--- src/rtl/ps2_scan_rx.sv ---
// ps2_scan_rx - PS/2 keyboard receiver with deglitch, frame timeout,
// E0/F0 prefix folding, event FIFO and error/overflow status.
//
// Ports:
//   clk         system clock (only clock)
//   clrn        asynchronous active-low reset
//   ps2_clk     raw PS/2 clock pin (asynchronous)
//   ps2_data    raw PS/2 data pin (asynchronous)
//   nextdata_n  active-low pop request, level-sampled
//   clr_ovf     synchronous overflow clear pulse
//   data        FIFO head {ext, brk, scan[7:0]}, 0 when empty
//   ready       FIFO not empty
//   overflow    sticky event-dropped flag
//   level       number of stored events
//   frame_err   saturating count of rejected/timed-out frames
module ps2_scan_rx #(
  parameter int FIFO_AW    = 3,
  parameter int FILTER_LEN = 4,
  parameter int TIMEOUT    = 50000
) (
  input  logic               clk,
  input  logic               clrn,
  input  logic               ps2_clk,
  input  logic               ps2_data,
  input  logic               nextdata_n,
  input  logic               clr_ovf,
  output logic [9:0]         data,
  output logic               ready,
  output logic               overflow,
  output logic [FIFO_AW:0]   level,
  output logic [7:0]         frame_err
);

  localparam int DEPTH = 1 << FIFO_AW;
  localparam int TW    = $clog2(TIMEOUT + 1);
  localparam logic [3:0]    FL_M1   = 4'(FILTER_LEN - 1);
  localparam logic [TW-1:0] TO_LOAD = TW'(TIMEOUT);

  logic          clk_s1, clk_s2, dat_s1, dat_s2;
  logic          filt_lvl;
  logic [3:0]    filt_cnt;
  logic          strobe;

  logic [3:0]    bit_cnt;
  logic [9:0]    sr;
  logic [TW-1:0] to_cnt;

  logic          ext, brk;

  logic [9:0]    mem [DEPTH];
  logic [FIFO_AW:0] wptr, rptr;

  logic          frame_done, frame_ok, byte_ok, timeout, err_inc, emit;
  logic [7:0]    rx_byte;
  logic [9:0]    ev;
  logic          empty, full, pop, push_ok, drop;

  // Synchronisers and clock deglitch filter. The filtered level only flips
  // after FILTER_LEN consecutive samples that disagree with it.
  always_ff @(posedge clk or negedge clrn) begin
    if (!clrn) begin
      clk_s1   <= 1'b1;
      clk_s2   <= 1'b1;
      dat_s1   <= 1'b1;
      dat_s2   <= 1'b1;
      filt_lvl <= 1'b1;
      filt_cnt <= '0;
    end else begin
      clk_s1 <= ps2_clk;
      clk_s2 <= clk_s1;
      dat_s1 <= ps2_data;
      dat_s2 <= dat_s1;
      if (clk_s2 != filt_lvl) begin
        if (filt_cnt == FL_M1) begin
          filt_lvl <= clk_s2;
          filt_cnt <= '0;
        end else begin
          filt_cnt <= filt_cnt + 4'd1;
        end
      end else begin
        filt_cnt <= '0;
      end
    end
  end

  // Strobe fires on the edge where the filtered level falls, so the data bit
  // is captured on that same edge.
  assign strobe = filt_lvl & ~clk_s2 & (filt_cnt == FL_M1);

  assign rx_byte    = sr[8:1];
  assign frame_done = strobe && (bit_cnt == 4'd10);
  assign frame_ok   = ~sr[0] & dat_s2 & (^sr[9:1]);
  assign byte_ok    = frame_done & frame_ok;
  assign timeout    = ~strobe && (bit_cnt != 4'd0) && (to_cnt == '0);
  assign err_inc    = (frame_done & ~frame_ok) | timeout;
  assign emit       = byte_ok && (rx_byte != 8'hE0) && (rx_byte != 8'hF0);
  assign ev         = {ext, brk, rx_byte};

  always_ff @(posedge clk or negedge clrn) begin
    if (!clrn) begin
      bit_cnt   <= '0;
      sr        <= '0;
      to_cnt    <= TO_LOAD;
      ext       <= 1'b0;
      brk       <= 1'b0;
      frame_err <= '0;
    end else begin
      if (strobe) begin
        to_cnt <= TO_LOAD;
        if (bit_cnt == 4'd10) begin
          bit_cnt <= '0;
        end else begin
          sr[bit_cnt] <= dat_s2;
          bit_cnt     <= bit_cnt + 4'd1;
        end
      end else begin
        if (to_cnt != '0) to_cnt <= to_cnt - TW'(1);
        if (timeout) bit_cnt <= '0;
      end

      if (byte_ok) begin
        if (rx_byte == 8'hE0) begin
          ext <= 1'b1;
        end else if (rx_byte == 8'hF0) begin
          brk <= 1'b1;
        end else begin
          ext <= 1'b0;
          brk <= 1'b0;
        end
      end

      if (err_inc && frame_err != 8'hFF) frame_err <= frame_err + 8'd1;
    end
  end

  // FIFO: pointers carry a wrap bit so full and empty are distinguishable.
  assign empty   = (wptr == rptr);
  assign full    = (wptr[FIFO_AW] != rptr[FIFO_AW]) &&
                   (wptr[FIFO_AW-1:0] == rptr[FIFO_AW-1:0]);
  assign pop     = ~nextdata_n & ~empty;
  // A pop in the same cycle frees the slot, so a full FIFO still accepts.
  assign push_ok = emit & (~full | pop);
  assign drop    = emit & full & ~pop;

  always_ff @(posedge clk) begin
    if (push_ok) mem[wptr[FIFO_AW-1:0]] <= ev;
  end

  always_ff @(posedge clk or negedge clrn) begin
    if (!clrn) begin
      wptr     <= '0;
      rptr     <= '0;
      overflow <= 1'b0;
    end else begin
      if (push_ok) wptr <= wptr + 1'b1;
      if (pop)     rptr <= rptr + 1'b1;
      if (drop)
        overflow <= 1'b1;
      else if (clr_ovf)
        overflow <= 1'b0;
    end
  end

  assign ready = ~empty;
  assign level = wptr - rptr;
  assign data  = empty ? 10'd0 : mem[rptr[FIFO_AW-1:0]];

endmodule

--- config.mk ---
export PLATFORM = sky130hd
export DESIGN_NAME = ps2_scan_rx
export DESIGN_NICKNAME = d
export VERILOG_FILES = /design/src/rtl/ps2_scan_rx.sv
export SDC_FILE = /design/constraint.sdc
export NUM_CORES = 1
export LEC_CHECK = 0
export CORE_MARGIN = 2
export CORE_UTILIZATION = 54
export DETAILED_ROUTE_END_ITERATION = 7
export PLACE_DENSITY_LB_ADDON = 0.15
export RECOVER_POWER = 50
export SYNTH_ARGS = -nofsm -noshare
export SYNTH_HDL_FRONTEND = slang
export SYNTH_SLANG_ARGS = --single-unit
--- constraint.sdc ---
create_clock -name clk -period 2.8 [get_ports clk]
set_input_delay 0.42 -clock clk [delete_from_list [all_inputs] [get_ports clk]]
set_output_delay 0.42 -clock clk [all_outputs]
set_load 0.02 [all_outputs]
==> flow_summary.json <==
{
  "critPathLaunch": "rptr[0]$_DFFE_PN0P_",
  "die_x_um": 111,
  "slew_headroom_pct": -6.72,
  "status": "finished, violations left",
  "setup_viol_count_final": 0,
  "crit_fanout": 12,
  "netlist_instances": 452,
  "io_buffer_count": 29,
  "grt_max_degree": 31,
  "dpl.hpwl_um": 8550,
  "whs_ns": 0.354,
  "reg2reg_to": "mem[7][6]$_DFFE_PP_",
  "cts.htree.levels": 4,
  "cts.sinks": 138,
  "muxShareOfSynthArea_pct": 10.2,
  "cts_inserted_buffers": 17,
  "synth_nets": 474,
  "reg2reg_slack_ns": 0.26,
  "tns_ns": 0,
  "vias_per_cell": 5.65,
  "finClkSkew_ns": 0.00577,
  "crit_family": "buffers and inverters",
  "synth_compound_area_share_pct": 4.77,
  "cp-end-kind": "primary output",
  "vias": 3800,
  "crit_path_max_incr_delay_ns": 0.55,
  "synth_area_leaders": "edfxtp_1 39%, dfrtp_1 19%, mux4_2 7.3%",
  "cts_tree": "done",
  "grtUsageTotal_pct": 21.8,
  "dieArea_um2": 12300,
  "coreArea_um2": 11300,
  "crit_type": "reg2out",
  "synth_top_area_share_pct": 38.8,
  "crit_path_end": "data[7]",
  "die_h_um": 111,
  "synthSimpleGateAreaFrac_pct": 12.7,
  "grtUsageMet3_pct": 5.08,
  "vdd_ir_drop_max_v": 0.000577,
  "ys_warn_count": 0,
  "reg2reg_depth": 9,
  "async_flop_share_pct": 42.0,
  "wl_um": 12800,
  "initial_core_util_pct": 54.7,
  "root_buffer": "clkbuf_16",
  "ys.flop_type": "edfxtp_1",
  "drv_cap": 1,
  "post_synth_fa_ha_maj_area_fraction_pct": 3.35,
  "synth_top_family_by_area": "simple AND/OR/NAND/NOR gates",
  "crit_slowest_cell": "clkdlybuf4s50_1",
  "cp-start-kind": "register",
  "grt_pass1_wl_um": 20300,
  "path_buf_inv": 2,
  "clk_latency_ns": 0.41,
  "drv_slew": 30,
  "rows": 39,
  "min_period_over_period_pct": 97.5,
  "synth.distinct_cells": 52,
  "top_usage_layer": "met2",
  "violations": "capacitance limit, slew limit",
  "overflow": 0,
  "grt_pass1_vias": 3969,
  "worstMarginPinSlew_ns": 1.60,
  "ys_ff_latch": 138,
  "finalNetCount": 538,
  "antenna_found_initial": 0,
  "hold_viol": 0,
  "synth_xor_area_share_pct": 4.18,
  "crit_chain": "buf_12, mux4_2, nand2_1, a21oi_1, clkdlybuf4s50_1",
  "total_leakage_power_nw": 2.82,
  "synth_edf_count": 80,
  "drive_above_1_share_pct": 20.6,
  "syn_area_um2": 6190,
  "avgRoutedWirePerCell_um": 19.0,
  "nFillCells": 835,
  "drt_iter0_drc": 154,
  "worst_ep_required_time_ns": 2.38,
  "drtAntennaViolNets": 0,
  "gp_congestion": 0.835,
  "hp-class": "reg2reg",
  "p_per_area_nw_per_um2": 827,
  "yosysSeqAreaShare_pct": 62.5,
  "fin_crit_ns": 2.73,
  "fmax_ghz": 0.366,
  "diodes": 0,
  "r2r_start": "sr[4]$_DFFE_PN0P_",
  "avgSynthCellArea_um2": 13.7,
  "ios": 30,
  "clk_path_buf_depth": 2,
  "met2_usage_pct": 37.8,
  "use_met1_pct": 26.4,
  "yosysTopAreaCell": "edfxtp_1",
  "critical_path_depth": 5,
  "drc": 0,
  "clk_pin_slew_ns": 0.06,
  "cp_data_arrival_time_ns": 2.31,
  "area_growth_syn_to_layout_pct": 19.6,
  "dr.pass1.iters": 4
}
per-stage QoR:
| step | util (%) | total power, mW | setup slack [ns] | std cells | instance area, µm² |
|---|---|---|---|---|---|
| CTS | 65.4 | 6.14 | 0.0104 | 671 | 7410 |
| global placement | 60.4 | 4.03 | 0.174 | 639 | 6840 |
| detailed placement | 60.4 | 4.06 | 0.113 | 639 | 6840 |
| finish | 65.4 | 6.12 | 0.0693 | 672 | 7410 |
| global route | 65.4 | 6.43 | -0.0123 | 672 | 7410 |
| floorplan | - | 3.58 | -0.0810 | 452 | 6210 |
cells by family after synthesis:
family                   count (synthesis)
XOR/XNOR                                28
multiplexers                            36
AO/OA/AOI/OAI                           49
adder cells (fa/ha/maj)                 16
AND/OR/NAND/NOR                        151
flip-flops                             138
buffers and inverters                   34
state kept, by name (all words and copies together), names as in the netlist, 4 cells and up:
signal,cells
mem,80
to_cnt,16
sr,10
frame_err,8
bit_cnt,4
filt_cnt,4
rptr,4
wptr,4
per-layer routing:
layer	vias up	wire length (µm)	share of wire, %
met3	22	512	4.0
li1	1798	-	-
met4	0	278	2.2
met5	-	0	0
met2	76	6800	53
met1	1904	5180	41
synth_stat cells, types with 3 or more instances:
cell type,instances
edfxtp_1,80
nand2_1,55
dfrtp_1,47
a21oi_1,23
mux4_2,20
nor2_1,20
inv_1,19
ha_1,15
xnor2_1,15
nand3_1,14
nor3_1,14
xor2_1,12
dfstp_2,11
mux2_2,11
clkbuf_1,10
o21ai_0,9
nand2b_1,7
nand4_1,6
nor2b_1,6
or3_1,6
mux2_1,5
a211oi_1,4
nor4_1,4
a21o_1,3
nor3b_1,3
worst register-to-register path, stage by stage, from the launching register on:
cell	delay [ns]
dfrtp_1	0.34
inv_1	0.05
ha_1	0.26
xnor3_1	0.42
xnor2_1	0.20
nor4b_4	0.33
buf_4	0.20
nand2_1	0.06
nor3_2	0.14
buf_4	0.23
cell type report:
type                            count  area [µm²]  share of cell area, %
Clock buffer                       19         443                   5.98
Clock inverter                     13         103                   1.39
Inverter                           19        71.3                  0.963
Multi-Input combinational cell    280        2220                   30.0
Sequential cell                   138        3870                   52.2
Tap cell                          143         179                   2.42
Timing Repair Buffer               60         522                   7.04
power by group:
| part | total, mW | leakage (nW) | switching, mW | internal [mW] |
|---|---|---|---|---|
| sequential | 2.58 | 1.48 | 0.217 | 2.36 |
| combinational | 1.50 | 1.08 | 0.818 | 0.683 |
| clock | 2.04 | 0.262 | 0.813 | 1.23 |
what timing repair did:
action | CTS | global route
pin swaps | 0 | 0
buffers inserted | 0 | 0
gates resized for setup | 5 | 6
hold buffers | 0 | 0
endpoints found under the setup margin | 11 | 31
gates cloned | 0 | 1
worst min-delay path by stage:
stage | startpoint | endpoint | slack [ns] | cells after the start
floorplan | clrn | bit_cnt[0]$_DFFE_PN0P_ | 0.12 | 0
global placement | clk_s1$_DFF_PN1_ | clk_s2$_DFF_PN1_ | 0.35 | 0
detailed placement | clk_s1$_DFF_PN1_ | clk_s2$_DFF_PN1_ | 0.35 | 0
CTS | clrn | bit_cnt[2]$_DFFE_PN0P_ | 0.06 | 1
global route | dat_s1$_DFF_PN1_ | dat_s2$_DFF_PN1_ | 0.36 | 0
finish | clk_s1$_DFF_PN1_ | clk_s2$_DFF_PN1_ | 0.35 | 0
cell usage in the layout (no fill, tap or decap), types with 2 or more instances in the layout:
cell and count:
edfxtp_1 80, nand2_1 55, dfrtp_1 46, a21oi_1 23, clkdlybuf4s50_1 23, mux4_2 20
buf_4 20, inv_1 19, nor2_1 19, clkbuf_16 18, xnor2_1 15, ha_1 15
nand3_1 13, xor2_1 12, nor3_1 11, mux2_2 11, dfstp_2 11, clkbuf_1 10
o21ai_0 9, nand2b_1 7, nor2b_1 6, or3_1 6, nand4_1 6, clkinv_2 6
mux2_1 5, nor4_1 4, a211oi_1 4, clkinvlp_4 4, nor3b_1 3, a21o_1 3
dlymetal6s2s_1 3, and3_1 2, nor3_2 2, or4_4 2, o31ai_1 2, and2_1 2
dlygate4sd3_1 2
No activity file was read; power rests on OpenSTA's default activity.
==> edit (same flow settings) <==
`TIMEOUT`: 50000 -> 200000.
--- a/src/rtl/ps2_scan_rx.sv
+++ b/src/rtl/ps2_scan_rx.sv
@@ -18,3 +18,3 @@
   parameter int FILTER_LEN = 4,
-  parameter int TIMEOUT    = 50000
+  parameter int TIMEOUT    = 200000
 ) (
Check against the original RTL: no difference found for any inputs over 10 cycles, from zero or initial values; that may be too few to reach the edited logic, so the function may still have changed.
==> edit against the unedited design <==
- count of clock-buffer cells in the layout down 1
- maximum frequency down 2.0%
- design area up 6.7%
- wire length up 7.3%
- worst setup slack worse by 56 ps
- cell count up 3.0%
- sequential cell count up 2
- critical path type is now reg -> reg
- total power up 10%
- area after synthesis up 1.6%
==> edit: results (changes against the unedited design) <==
Placed design
  – RePlAce Congestion: 0.8055 (-3.5%)
  – Placed Cells: 654 (+2.3%)
  – HPWL Detailed: 8.897 mm (+4.0%)
  – DP Worst Slack: -51.24 ps (-164.3 ps)

Synthesis
  – Syn Inst Count: 459 (+1.5%)
  – Async S/R FF share, synth: 0.4286 (+0.008282)
  – Top cells by count, synth: 80 x edfxtp_1, 51 x nand2_1, 49 x dfrtp_1, 23 x a21oi_1
  – Cell variety after synth: 59 (+13%)
  – Sequential share of the synthesized area: 0.6228 (-0.001860)
  – Yosys Warn Count: 0 (unchanged)
  – Syn_nets: 480 (+1.3%)
  – Synth top area cells: edfxtp_1 38%, dfrtp_1 19%, mux4_2 7.2%, dfstp_2 4.6%, nand2_1 3.0%

Layout
  – Fin nets: 557 (+3.5%)
  – Number of diodes: 0 (unchanged)
  – Share of cells above drive strength 1: 0.2532 (+0.04714)
  – # fillers: 772 (-7.5%)

Route
  – Met3 Wirelength: 661 um (+29%)
  – Vias per cell: 5.723 (+1.2%)
  – Met2 wire length: 7.105 mm (+4.5%)
  – DR iter-0 viols: 257 (+67%)
  – Vias: 3960 (+4.2%)
  – Final WL: 13.70 mm (+7.3%)
  – M1 WL: 5.792 mm (+12%)
  – DR pass1 iterations: 5 (+1)

Clock tree
  – Clock Latency Late Sink: 410 ps (about the same)
  – Worst-path clk slew: 60 ps (about the same)
  – Htree depth: 4 (unchanged)
  – Clk buf depth: 2 (unchanged)

Worst setup path
  – CP max FO: 8 (-4)
  – CP max stage cell: or3_4
  – Crit-path max cell delay: 460 ps (-90 ps)
  – Arrival @ worst endpoint: 2910 ps (+600 ps)
  – Crit-path leading delay family: simple AND/OR/NAND/NOR gates

GRT
  – Number of global-route vias before repair: 4194 (+5.7%)
  – Antenna violations before repair: 0 (unchanged)
  – Global-route wire length before repair: 21.90 mm (+8.0%)
  – Pin count of the biggest net entering global routing: 61 (+97%)
  – Tot GR Track Use: 0.2306 (+0.01241)

Job
  – Max-capacitance violation count: 0 (-1)

Hold path
  – Hold crit path type: reg -> reg

Status
  – Status: completed

STA
  – Skew final: 7.532 ps (+1.765 ps)
  – Worst-Margin Slew: 1446 ps (-154.5 ps)

Power and ir drop
  – Leak pwr: 3.093 nW (+9.7%)
  – Switching Share: 0.2956 (-0.006195)
  – Peak supply drop: 0.8184 mV (+42%)
[edit: final cells by class]
| type | instances | area share |
|---|---|---|
| Sequential cell | 140 | 0.4962 |
| Clock inverter | 14 | 0.02518 |
| Multi-Input combinational cell | 280 | 0.2993 |
| Tap cell | 143 | 0.02265 |
| Clock buffer | 18 | 0.05432 |
| Timing Repair Buffer | 75 | 0.09186 |
| Inverter | 22 | 0.01045 |
[edit: logic make-up after synthesis]
family | synth area share
buf+inv | 0.02606
compound gates | 0.05729
xor+xnor | 0.04396
simple gates | 0.1223
fa+ha+maj | 0.03103
mux | 0.09648
flops | 0.6228
[edit: path summary, 6_finish.rpt]
path | start | cells past startpoint | slack, ps | to
min reg2reg | clk_s1 | 0 | 360 | clk_s2
max | sr[2] | 9 | 10 | mem[0][1]
max reg2reg | sr[2] | 9 | 10 | mem[0][1]
min | clk_s1 | 0 | 360 | clk_s2
max in group asynchronous | clrn | 2 | 1390 | rptr[0]
min in group asynchronous | clrn | 2 | 430 | to_cnt[15]
[edit: layer usage]
metal	GRT usage	up-vias
met4	0.07654	0
met5	0	-
li1	-	1849
met3	0.05553	15
met1	0.3016	1982
met2	0.3834	114
[edit: power groups by stage]
| stage | sequential [mW] | combinational (mW) | clock (mW) |
|---|---|---|---|
| finish | 2.61 | 1.75 | 2.37 |
| global route | 2.64 | 1.92 | 2.52 |
| CTS | 2.60 | 1.71 | 2.42 |
| detailed placement | 2.63 | 1.67 | 0 |
| global placement | 2.62 | 1.63 | 0 |
| floorplan | 2.61 | 1.11 | 0 |
[edit: repair_timing]
item / in CTS / in global routing
resized for setup: 10 / 16
setup buffers: 2 / 1
cloned: 1 / 3
hold buffers: 0 / 0
setup endpoints to repair: 71 / 70
pin swaps: 5 / 2
endpoints found under the hold margin: 0 / 0
[edit: through the flow]
step | total power, mW | setup TNS, ps | cell area (um^2) | util | hold WS (ps)
2_1_floorplan | 3.721 | -14220 | 6417 | - | 124.4
3_3_place_gp | 4.245 | 0 | 7152 | 0.6290 | 345.6
3_5_place_dp | 4.300 | -2245 | 7152 | 0.6290 | 349.3
4_1_cts | 6.723 | -50.96 | 7838 | 0.6893 | 174.1
5_1_grt | 7.084 | -3093 | 7900 | 0.6948 | 363.2
6_report | 6.739 | 0 | 7900 | 0.6948 | 356.2
